$ cat config.mk
export PLATFORM = sky130hd
export DESIGN_NAME = keypad_scanner
export DESIGN_NICKNAME = d
export VERILOG_FILES = /design/src/rtl/keypad_pkg.sv /design/src/rtl/keypad_keymap.sv /design/src/rtl/keypad_scanner.sv
export SDC_FILE = /design/constraint.sdc
export NUM_CORES = 1
export LEC_CHECK = 0
export CORE_MARGIN = 3
export CORE_UTILIZATION = 60
export DETAILED_ROUTE_END_ITERATION = 7
export PLACE_DENSITY = 0.87
export RECOVER_POWER = 50
export REMOVE_ABC_BUFFERS = 1
export SYNTH_ARGS = -nofsm -noshare
export SYNTH_HDL_FRONTEND = slang
export SYNTH_SLANG_ARGS = --single-unit
export TNS_END_PERCENT = 30
$ cat constraint.sdc
create_clock -name clk -period 5.8 [get_ports clk]
set_clock_uncertainty 0.2 [all_clocks]
set_input_delay 1.45 -clock clk [delete_from_list [all_inputs] [get_ports clk]]
set_output_delay 1.45 -clock clk [all_outputs]
set_load 0.005 [all_outputs]
$ cat src/rtl/keypad_pkg.sv
// Shared types and key-map helpers for the 4x4 matrix keypad scanner.
// Codes: digits 0-9 are their own value, '*' and '#' have dedicated codes, letters collapse to KEY_NONE.
package keypad_pkg;

    typedef enum logic [1:0] {
        ST_SCAN     = 2'd0,
        ST_DEBOUNCE = 2'd1,
        ST_HOLD     = 2'd2
    } state_e;

    localparam logic [3:0] KEY_STAR = 4'hE;
    localparam logic [3:0] KEY_HASH = 4'hF;
    localparam logic [3:0] KEY_NONE = 4'hA;
    localparam logic [3:0] ROW_IDLE = 4'hF;

    function automatic logic [3:0] key_map(input logic [1:0] row, input logic [1:0] col);
        logic [3:0] code;
        case ({row, col})
            4'h0:    code = 4'h1;
            4'h1:    code = 4'h2;
            4'h2:    code = 4'h3;
            4'h4:    code = 4'h4;
            4'h5:    code = 4'h5;
            4'h6:    code = 4'h6;
            4'h8:    code = 4'h7;
            4'h9:    code = 4'h8;
            4'hA:    code = 4'h9;
            4'hC:    code = KEY_STAR;
            4'hD:    code = 4'h0;
            4'hE:    code = KEY_HASH;
            default: code = KEY_NONE;
        endcase
        return code;
    endfunction

    function automatic logic row_valid(input logic [3:0] rows);
        logic ok;
        case (rows)
            4'b1110, 4'b1101, 4'b1011, 4'b0111: ok = 1'b1;
            default:                            ok = 1'b0;
        endcase
        return ok;
    endfunction

    function automatic logic [1:0] row_index(input logic [3:0] rows);
        logic [1:0] idx;
        case (rows)
            4'b1101: idx = 2'd1;
            4'b1011: idx = 2'd2;
            4'b0111: idx = 2'd3;
            default: idx = 2'd0;
        endcase
        return idx;
    endfunction

    function automatic logic [3:0] row_pattern(input logic [1:0] idx);
        return ~(4'b0001 << idx);
    endfunction

endpackage

$ cat src/rtl/keypad_keymap.sv
// Combinational decode of a latched keypad position into the action it requests.
module keypad_keymap
    import keypad_pkg::*;
(
    input  logic [1:0] row_idx,
    input  logic [1:0] col_idx,
    output logic       is_digit,
    output logic       is_start,
    output logic       is_cancel,
    output logic [3:0] value
);

    logic [3:0] code_s;

    // Classify the position's code; letters leave every flag low.
    always_comb begin
        code_s    = key_map(row_idx, col_idx);
        is_digit  = 1'b0;
        is_start  = 1'b0;
        is_cancel = 1'b0;
        value     = 4'h0;
        if (code_s <= 4'h9) begin
            is_digit = 1'b1;
            value    = code_s;
        end else if (code_s == KEY_HASH) begin
            is_start = 1'b1;
        end else if (code_s == KEY_STAR) begin
            is_cancel = 1'b1;
        end else begin
            value = 4'h0;
        end
    end

endmodule

$ cat src/rtl/keypad_scanner.sv
// Column scanner with press/release debounce for a 4x4 active-low keypad.
// Emits single-cycle pressed/start/cancel pulses; key_value holds the last accepted digit.
module keypad_scanner
    import keypad_pkg::*;
#(
    parameter int SCAN_DIV = 4,
    parameter int DEBOUNCE = 20
) (
    input  logic       clk,
    input  logic       rst_n,
    input  logic [3:0] row_in,
    output logic [3:0] col_out,
    output logic       pressed,
    output logic [3:0] key_value,
    output logic       start,
    output logic       cancel
);

    localparam int               CNT_TOP     = (SCAN_DIV > DEBOUNCE) ? SCAN_DIV : DEBOUNCE;
    localparam int               CNT_W       = $clog2(CNT_TOP + 1);
    localparam logic [CNT_W-1:0] CNT_ZERO    = {CNT_W{1'b0}};
    localparam logic [CNT_W-1:0] CNT_SAT     = CNT_W'(CNT_TOP);
    localparam logic [CNT_W-1:0] DWELL_LAST  = CNT_W'(SCAN_DIV - 1);
    localparam logic [CNT_W-1:0] STABLE_LAST = CNT_W'(DEBOUNCE - 1);

    state_e           state_q, state_d;
    logic [CNT_W-1:0] cnt_q, cnt_d, cnt_inc_s;
    logic [1:0]       cidx_q, cidx_d;
    logic [3:0]       col_q, col_d;
    logic [1:0]       krow_q, krow_d;
    logic [1:0]       kcol_q, kcol_d;
    logic [3:0]       sync1_q, sync1_d;
    logic [3:0]       sync2_q, sync2_d;
    logic             pressed_q, pressed_d;
    logic             start_q, start_d;
    logic             cancel_q, cancel_d;
    logic [3:0]       key_value_q, key_value_d;
    logic             km_digit_s, km_start_s, km_cancel_s;
    logic [3:0]       km_value_s;

    keypad_keymap u_keymap (
        .row_idx   (krow_q),
        .col_idx   (kcol_q),
        .is_digit  (km_digit_s),
        .is_start  (km_start_s),
        .is_cancel (km_cancel_s),
        .value     (km_value_s)
    );

    assign cnt_inc_s = (cnt_q >= CNT_SAT) ? cnt_q : cnt_q + CNT_W'(1);

    // Next-state: scan dwell, debounce confirm, hold-until-release, and pulse generation.
    always_comb begin
        state_d     = state_q;
        cnt_d       = cnt_q;
        cidx_d      = cidx_q;
        krow_d      = krow_q;
        kcol_d      = kcol_q;
        key_value_d = key_value_q;
        pressed_d   = 1'b0;
        start_d     = 1'b0;
        cancel_d    = 1'b0;
        sync1_d     = row_in;
        sync2_d     = sync1_q;
        case (state_q)
            ST_SCAN: begin
                // Sample only on the last dwell cycle so the synchronizer reflects this column.
                if (cnt_q >= DWELL_LAST) begin
                    cnt_d = CNT_ZERO;
                    if (row_valid(sync2_q)) begin
                        krow_d  = row_index(sync2_q);
                        kcol_d  = cidx_q;
                        state_d = ST_DEBOUNCE;
                    end else begin
                        cidx_d = cidx_q + 2'd1;
                    end
                end else begin
                    cnt_d = cnt_inc_s;
                end
            end
            ST_DEBOUNCE: begin
                if (sync2_q == row_pattern(krow_q)) begin
                    if (cnt_q >= STABLE_LAST) begin
                        cnt_d     = CNT_ZERO;
                        state_d   = ST_HOLD;
                        pressed_d = km_digit_s;
                        start_d   = km_start_s;
                        cancel_d  = km_cancel_s;
                        if (km_digit_s) begin
                            key_value_d = km_value_s;
                        end else begin
                            key_value_d = key_value_q;
                        end
                    end else begin
                        cnt_d = cnt_inc_s;
                    end
                end else begin
                    state_d = ST_SCAN;
                    cnt_d   = CNT_ZERO;
                    cidx_d  = cidx_q + 2'd1;
                end
            end
            ST_HOLD: begin
                if (sync2_q == ROW_IDLE) begin
                    if (cnt_q >= STABLE_LAST) begin
                        state_d = ST_SCAN;
                        cnt_d   = CNT_ZERO;
                        cidx_d  = cidx_q + 2'd1;
                    end else begin
                        cnt_d = cnt_inc_s;
                    end
                end else begin
                    cnt_d = CNT_ZERO;
                end
            end
            default: begin
                state_d = ST_SCAN;
                cnt_d   = CNT_ZERO;
                cidx_d  = 2'd0;
            end
        endcase
        col_d = ~(4'b0001 << cidx_d);
    end

    // State and output registers with synchronous active-high reset.
    always_ff @(posedge clk) begin
        if (rst_n) begin
            state_q     <= ST_SCAN;
            cnt_q       <= CNT_ZERO;
            cidx_q      <= 2'd0;
            col_q       <= 4'b1110;
            krow_q      <= 2'd0;
            kcol_q      <= 2'd0;
            sync1_q     <= 4'hF;
            sync2_q     <= 4'hF;
            pressed_q   <= 1'b0;
            start_q     <= 1'b0;
            cancel_q    <= 1'b0;
            key_value_q <= 4'h0;
        end else begin
            state_q     <= state_d;
            cnt_q       <= cnt_d;
            cidx_q      <= cidx_d;
            col_q       <= col_d;
            krow_q      <= krow_d;
            kcol_q      <= kcol_d;
            sync1_q     <= sync1_d;
            sync2_q     <= sync2_d;
            pressed_q   <= pressed_d;
            start_q     <= start_d;
            cancel_q    <= cancel_d;
            key_value_q <= key_value_d;
        end
    end

    assign col_out   = col_q;
    assign pressed   = pressed_q;
    assign start     = start_q;
    assign cancel    = cancel_q;
    assign key_value = key_value_q;

endmodule

==> summary.txt, run 1 <==
Pwr
  – Max IR drop VDD: 273 uV
  – Leak: 0.765 nW
  – Pwr Total: 590 uW
  – PwrDens: 307 mW/mm^2

Logic synthesis
  – EDFF count, synth: 0
  – Post-synth top area share: 42.4%
  – Mux share of post-synthesis cell area: 4.79%
  – Synth Cell Area: 0.00170 sq mm
  – Adder-Cell Fraction of Synth Area: 6.63%
  – Asr flop ratio synth: 0%
  – Yosys cell types: 42
  – Synth Area in Compound Gates: 15.1%
  – Largest family of logic cells by synthesized area: simple AND/OR/NAND/NOR gates
  – Synth area leaders: dfxtp_1 (42%), ha_1 (6.6%), nor2_1 (4.6%), mux2i_1 (4.1%), or2_2 (3.7%)
  – Seq/Total Area, Yosys: 42.4%
  – Flops & latches, synth: 36
  – Xor and xnor area share after synthesis: 2.58%
  – YS warnings: 0
  – Main synth FF type: dfxtp_1
  – Cells after Synth: 191
  – Synth Area in Simple Gates: 25.1%
  – Avg Synthesized Cell Area: 8.90 sq um
  – Yosys top cell by area: dfxtp_1

Routing
  – Uppermost layer routed: met4
  – Routed Antenna Nets: 0
  – WL met2: 1580 microns
  – WL per Instance: 13.4 microns
  – Number of remaining DRC errors: 0
  – Met3 wire length: 219 microns
  – Metal-1 WL: 1340 microns
  – DRT Wirelength: 3190 microns
  – Drt first pass iters: 4
  – Vias: 1421
  – Mean number of vias per cell: 5.95
  – 1st-iter DRT viols: 84

Worst setup path
  – CP peak stage delay: 0.80 ns
  – Critical path endpoint: u_keymap.code_s[3]
  – Worst Reg2Reg Path Length in Cells: 11
  – Worst-path maximum fanout: 22
  – Critical path origin: rst_n
  – Slowest stage cell, crit path: dlygate4sd3_1
  – Reg-to-Reg Start: cnt_q[0]
  – CP Launch Type: input pin
  – CP required: 5.87 ns
  – Crit-path cells: dlygate4sd3_1 > inv_1 > nand4_1 > or3_1 > o21ai_2 > mux2_2 > a21oi_1
  – CP endpoint kind: flop
  – CP arrival: 3.66 ns
  – WS Path Type: in -> reg
  – FF-to-FF setup slack: 2.82 ns
  – R2R Path End: u_keymap.code_s[1]

STA
  – Slew HR: 54.0%
  – Setup tns final: 0 ns
  – Final worst slack: 2.21 ns
  – Period Utilization, post-route: 61.9%
  – F_max: 279 MHz
  – Final Max Tran Viols: 0
  – Worst Max-Slew Pin Slew: 0.688 ns
  – Final min period: 3.59 ns
  – Fin Hold WS: 0.215 ns
  – Setup repair after global routing missed its margin: no
  – Final setup vio count: 0
  – Hold Fails Final Rpt: 0

Final layout
  – Layout cell share with drive strength beyond 1: 11.5%
  – Ant. Diodes: 0
  – Synthesis-to-layout area growth: 13.2%
  – Most frequent cells in the layout: dfxtp_1 (36), nor2_1 (21), nand2_1 (16)
  – Final core occ: 74.3%
  – Fill count: 204
  – Final nets: 224
  – Most common cell after layout, fill and taps aside: dfxtp_1

Clock tree
  – CTS resizes: 0
  – Clock Latency Late Sink: 0.33 ns
  – Post-CTS Setup Inserts: 0
  – Clock Tree Buf Depth: 2
  – CTS Hold Bufs: 0
  – Root Driver: clkbuf_4
  – Worst-path clk slew: 0.09 ns
  – H-tree levels: 2
  – Clk sinks: 36
  – TritonCTS clock tree: yes
  – Total CTS buffers: 5

Status
  – Status: finished, final reports clean

GRT
  – Largest net degree at the start of global routing: 23
  – Initial antenna violation count: 0
  – Gr ovfl total: 0
  – Overall routing resource usage: 20.6%
  – First-pass GRT wire length: 5470 microns
  – Vias in the first global route: 1267

Placed design
  – Routability-driven placement congestion ratio: 0.947
  – Port bufs: 16
  – Placement Setup Slack: 1.86 ns
  – HPWL reported at the end of detailed placement: 2440 microns

Die
  – Die H: 59.2 microns
  – Initial core utilization: 65.6%
  – Die width: 59.2 microns
  – Die area: 0.00351 sq mm
  – I/O pin total: 17
  – Row count: 18
  – CORE AREA: 0.00259 sq mm

Min path
  – Hold depth: 1
  – Worst Hold Class: reg -> reg

Flow run
  – Maxcap violations: 0
power breakdown:
part | internal, mW | switching [mW]
Clock | 0.0446 | 0.0737
Sequential | 0.278 | 0.0311
Combinational | 0.0770 | 0.0858
cell usage after synthesis, types with 2 or more instances:
cell	n
dfxtp_1	36
nor2_1	21
nand2_1	16
inv_1	10
or2_2	10
ha_1	9
nor3_1	9
a21oi_1	8
mux2i_1	7
nand3_1	5
a31oi_1	4
clkbuf_1	4
o21ai_0	4
nand2b_1	3
nand4_1	3
nand4b_1	3
o21ai_2	3
o221a_2	3
xor2_1	3
a22o_1	2
and2_1	2
nor4_1	2
o221ai_1	2
o22ai_1	2
or3_1	2
xnor2_1	2
cell type report:
class	count	area (sq um)	share of cell area (%)
inverters	10	37.5	1.95
clock inverters	1	5.00	0.260
repair buffers	16	160	8.33
multi-input cells	140	921	47.9
clock buffers	6	41.3	2.15
well taps	30	37.5	1.95
flip-flops and latches	36	721	37.5
worst min-delay path by stage:
stage                          start          to  slack (ns)
after detailed placement  sync1_q[1]  sync2_q[1]        0.19
after global placement    sync1_q[2]  sync2_q[2]        0.19
after global routing      sync1_q[3]  sync2_q[3]        0.24
after floorplan           sync1_q[0]  sync2_q[0]        0.19
after CTS                 sync1_q[1]  sync2_q[1]        0.22
final                     sync1_q[1]  sync2_q[1]        0.22
flip-flops by register name, summed over array words and instances, names as in the netlist:
name	flops
cnt_q	5
col_out	4
key_value	4
sync1_q	4
sync2_q	4
u_keymap.code_s	4
cidx_q	2
kcol_q	2
krow_q	2
state_q	2
cancel	1
pressed	1
start	1
cell families after synthesis:
group,after synthesis
multiplexers,8
flip-flops,36
XOR/XNOR,5
AND/OR/NAND/NOR,83
buffers and inverters,15
AO/OA/AOI/OAI,35
adder cells (fa/ha/maj),9
through the flow:
step / instance area [sq um] / cells
floorplan: 1680 / 186
CTS: 1920 / 239
finish: 1920 / 239
detailed placement: 1880 / 232
global route: 1920 / 239
global placement: 1880 / 232
worst max-delay path: cells and delay by family:
family                 cells  cell delay, ns
muxes                      1            0.37
and+or+nand+nor            2            0.49
buffers and inverters      2            1.07
AOI/OAI and AO/OA          2            0.28
metal layers:
metal | vias to the layer above | track usage, %
met4 | 0 | 8.41
met3 | 7 | 6.54
met1 | 648 | 25.2
met5 | - | 0
met2 | 50 | 33.2
li1 | 716 | -
Note: power is estimated with default switching activity, not from simulation.
==> inputs of run 2 (changes only) <==
--- a/config.mk
+++ b/config.mk
@@ -6,9 +6,9 @@
 export NUM_CORES = 1
 export LEC_CHECK = 0
 export CORE_MARGIN = 3
-export CORE_UTILIZATION = 60
+export CORE_UTILIZATION = 50
 export DETAILED_ROUTE_END_ITERATION = 7
-export PLACE_DENSITY = 0.87
+export PLACE_DENSITY = 0.78
 export RECOVER_POWER = 50
 export REMOVE_ABC_BUFFERS = 1
 export SYNTH_ARGS = -nofsm -noshare
==> constraint.sdc (replaced) <==
create_clock -name clk -period 3.2 [get_ports clk]
set_clock_uncertainty 0.2 [all_clocks]
set_input_delay 0.8 -clock clk [delete_from_list [all_inputs] [get_ports clk]]
set_output_delay 0.8 -clock clk [all_outputs]
set_load 0.005 [all_outputs]
==> summary.txt, run 2 (synthesis gave the netlist of run 1 again) <==
Routing
  – 1st-iter DRT viols: 73
  – WL per Instance: 13.2 microns
  – Number of remaining DRC errors: 0
  – Mean number of vias per cell: 5.68
  – Routed Antenna Nets: 0
  – Drt first pass iters: 4
  – DRT Wirelength: 3390 microns
  – Vias: 1459

Placed design
  – Port bufs: 16
  – Placement Setup Slack: 0.280 ns
  – Routability-driven placement congestion ratio: 0.883
  – HPWL reported at the end of detailed placement: 2520 microns

Clock tree
  – CTS resizes: 0
  – Clock Latency Late Sink: 0.34 ns
  – Worst-path clk slew: 0.10 ns
  – Total CTS buffers: 5
  – TritonCTS clock tree: yes
  – CTS Hold Bufs: 0
  – Post-CTS Setup Inserts: 0
  – H-tree levels: 2
  – Clk sinks: 36
  – Clock Tree Buf Depth: 2
  – Root Driver: clkbuf_4

STA
  – F_max: 335 MHz
  – Slew HR: 28.4%
  – Final Max Tran Viols: 0
  – Final setup vio count: 0
  – Setup repair after global routing missed its margin: no
  – Final min period: 2.98 ns
  – Hold Fails Final Rpt: 0
  – Setup tns final: 0 ns
  – Period Utilization, post-route: 93.1%
  – Final worst slack: 0.219 ns
  – Worst Max-Slew Pin Slew: 1.06 ns
  – Fin Hold WS: 0.209 ns

Final layout
  – Largest register by flop count: cnt_q
  – Layout cell share with drive strength beyond 1: 12.2%
  – Fill count: 288
  – Number of flip-flops in the largest register: 5
  – Ant. Diodes: 0
  – Final nets: 227
  – Synthesis-to-layout area growth: 17.7%
  – Most common cell after layout, fill and taps aside: dfxtp_1
  – Most frequent cells in the layout: dfxtp_1 (36), nor2_1 (21), nand2_1 (16)

Die
  – Die H: 64.3 microns
  – Initial core utilization: 53.9%
  – I/O pin total: 17
  – Die width: 64.3 microns
  – Row count: 20
  – Die area: 0.00413 sq mm
  – CORE AREA: 0.00315 sq mm

GRT
  – Largest net degree at the start of global routing: 13
  – Gr ovfl total: 0
  – Vias in the first global route: 1381
  – Overall routing resource usage: 18.2%
  – First-pass GRT wire length: 5880 microns
  – Initial antenna violation count: 0

Worst setup path
  – Worst-path maximum fanout: 9
  – Slowest stage cell, crit path: o21ai_0
  – CP required: 3.25 ns
  – Crit-path cells: dlygate4sd3_1 > inv_1 > buf_4 > nand2_1 > o21ai_0 > mux2i_1 > o221a_2
  – Crit path buf inv count: 3
  – CP Launch Type: input pin
  – CP endpoint kind: flop
  – CP arrival: 3.03 ns
  – WS Path Type: in -> reg
  – Largest delay share family, worst path: compound AO/OA/AOI/OAI gates
  – CP peak stage delay: 0.82 ns
  – FF-to-FF setup slack: 0.23 ns

Min path
  – Worst Hold Class: reg -> reg

Pwr
  – Internal power: 852 uW
  – Pwr Total: 1.21 mW
  – Logic pwr share: 24.6%
  – Clock power frac: 29.3%
  – Sw Share: 29.9%
  – Max IR drop VDD: 293 uV
  – Psw: 363 uW
  – PwrDens: 607 mW/mm^2
  – Leak: 0.802 nW
  – Sequential share of power: 46.1%

Status
  – Status: finished, final reports clean

Flow run
  – Maxcap violations: 0
[run 2: per-stage QoR]
stage | util, % | area, sq um | std cells
finish | 63.5 | 2000 | 257
global placement | 60.8 | 1920 | 249
detailed placement | 60.8 | 1920 | 249
CTS | 63.8 | 2010 | 257
floorplan | - | 1680 | 186
global route | 63.5 | 2000 | 257
[run 2: final timing paths]
path                                  from            endpoint  depth (start not counted)
worst max-delay path                 rst_n  u_keymap.code_s[1]                          7
worst min-delay path            sync1_q[2]          sync2_q[2]                          1
worst max register to register    cnt_q[0]  u_keymap.code_s[1]                          7
worst min register to register  sync1_q[2]          sync2_q[2]                          1
[run 2: layout make-up]
cell class | count | area, sq um | share of cell area, %
Multi-Input combinational cell | 140 | 913 | 45.7
Sequential cell | 36 | 721 | 36.0
Timing Repair Buffer | 19 | 179 | 8.94
Clock buffer | 7 | 65.1 | 3.25
Tap cell | 44 | 55.1 | 2.75
Inverter | 10 | 37.5 | 1.88
Clock inverter | 1 | 30.0 | 1.50
[run 2: metal layers]
metal | up-vias | part of all wire (%) | GRT usage [%]
li1 | 717 | - | -
met1 | 693 | 43 | 19.1
met2 | 43 | 51 | 32.2
met3 | 6 | 5.0 | 6.15
met4 | 0 | 1.5 | 8.71
met5 | - | 0 | 0
[run 2: power by group through the flow]
stage / Sequential, mW / Combinational (mW) / Clock, mW
5_1_grt: 0.568 / 0.333 / 0.381
6_report: 0.560 / 0.299 / 0.356
3_3_place_gp: 0.566 / 0.292 / 0
4_1_cts: 0.559 / 0.307 / 0.364
3_5_place_dp: 0.569 / 0.304 / 0
2_1_floorplan: 0.557 / 0.216 / 0
[run 2: worst reg2reg max path, cell delays in order (launching register included)]
cell and delay [ns]:
dfxtp_1 0.37, ha_1 0.26, a2111o_1 0.38, o21ai_2 0.22, nor2_2 0.11, o21ai_0 0.85, mux2i_1 0.18, o221a_2 0.30
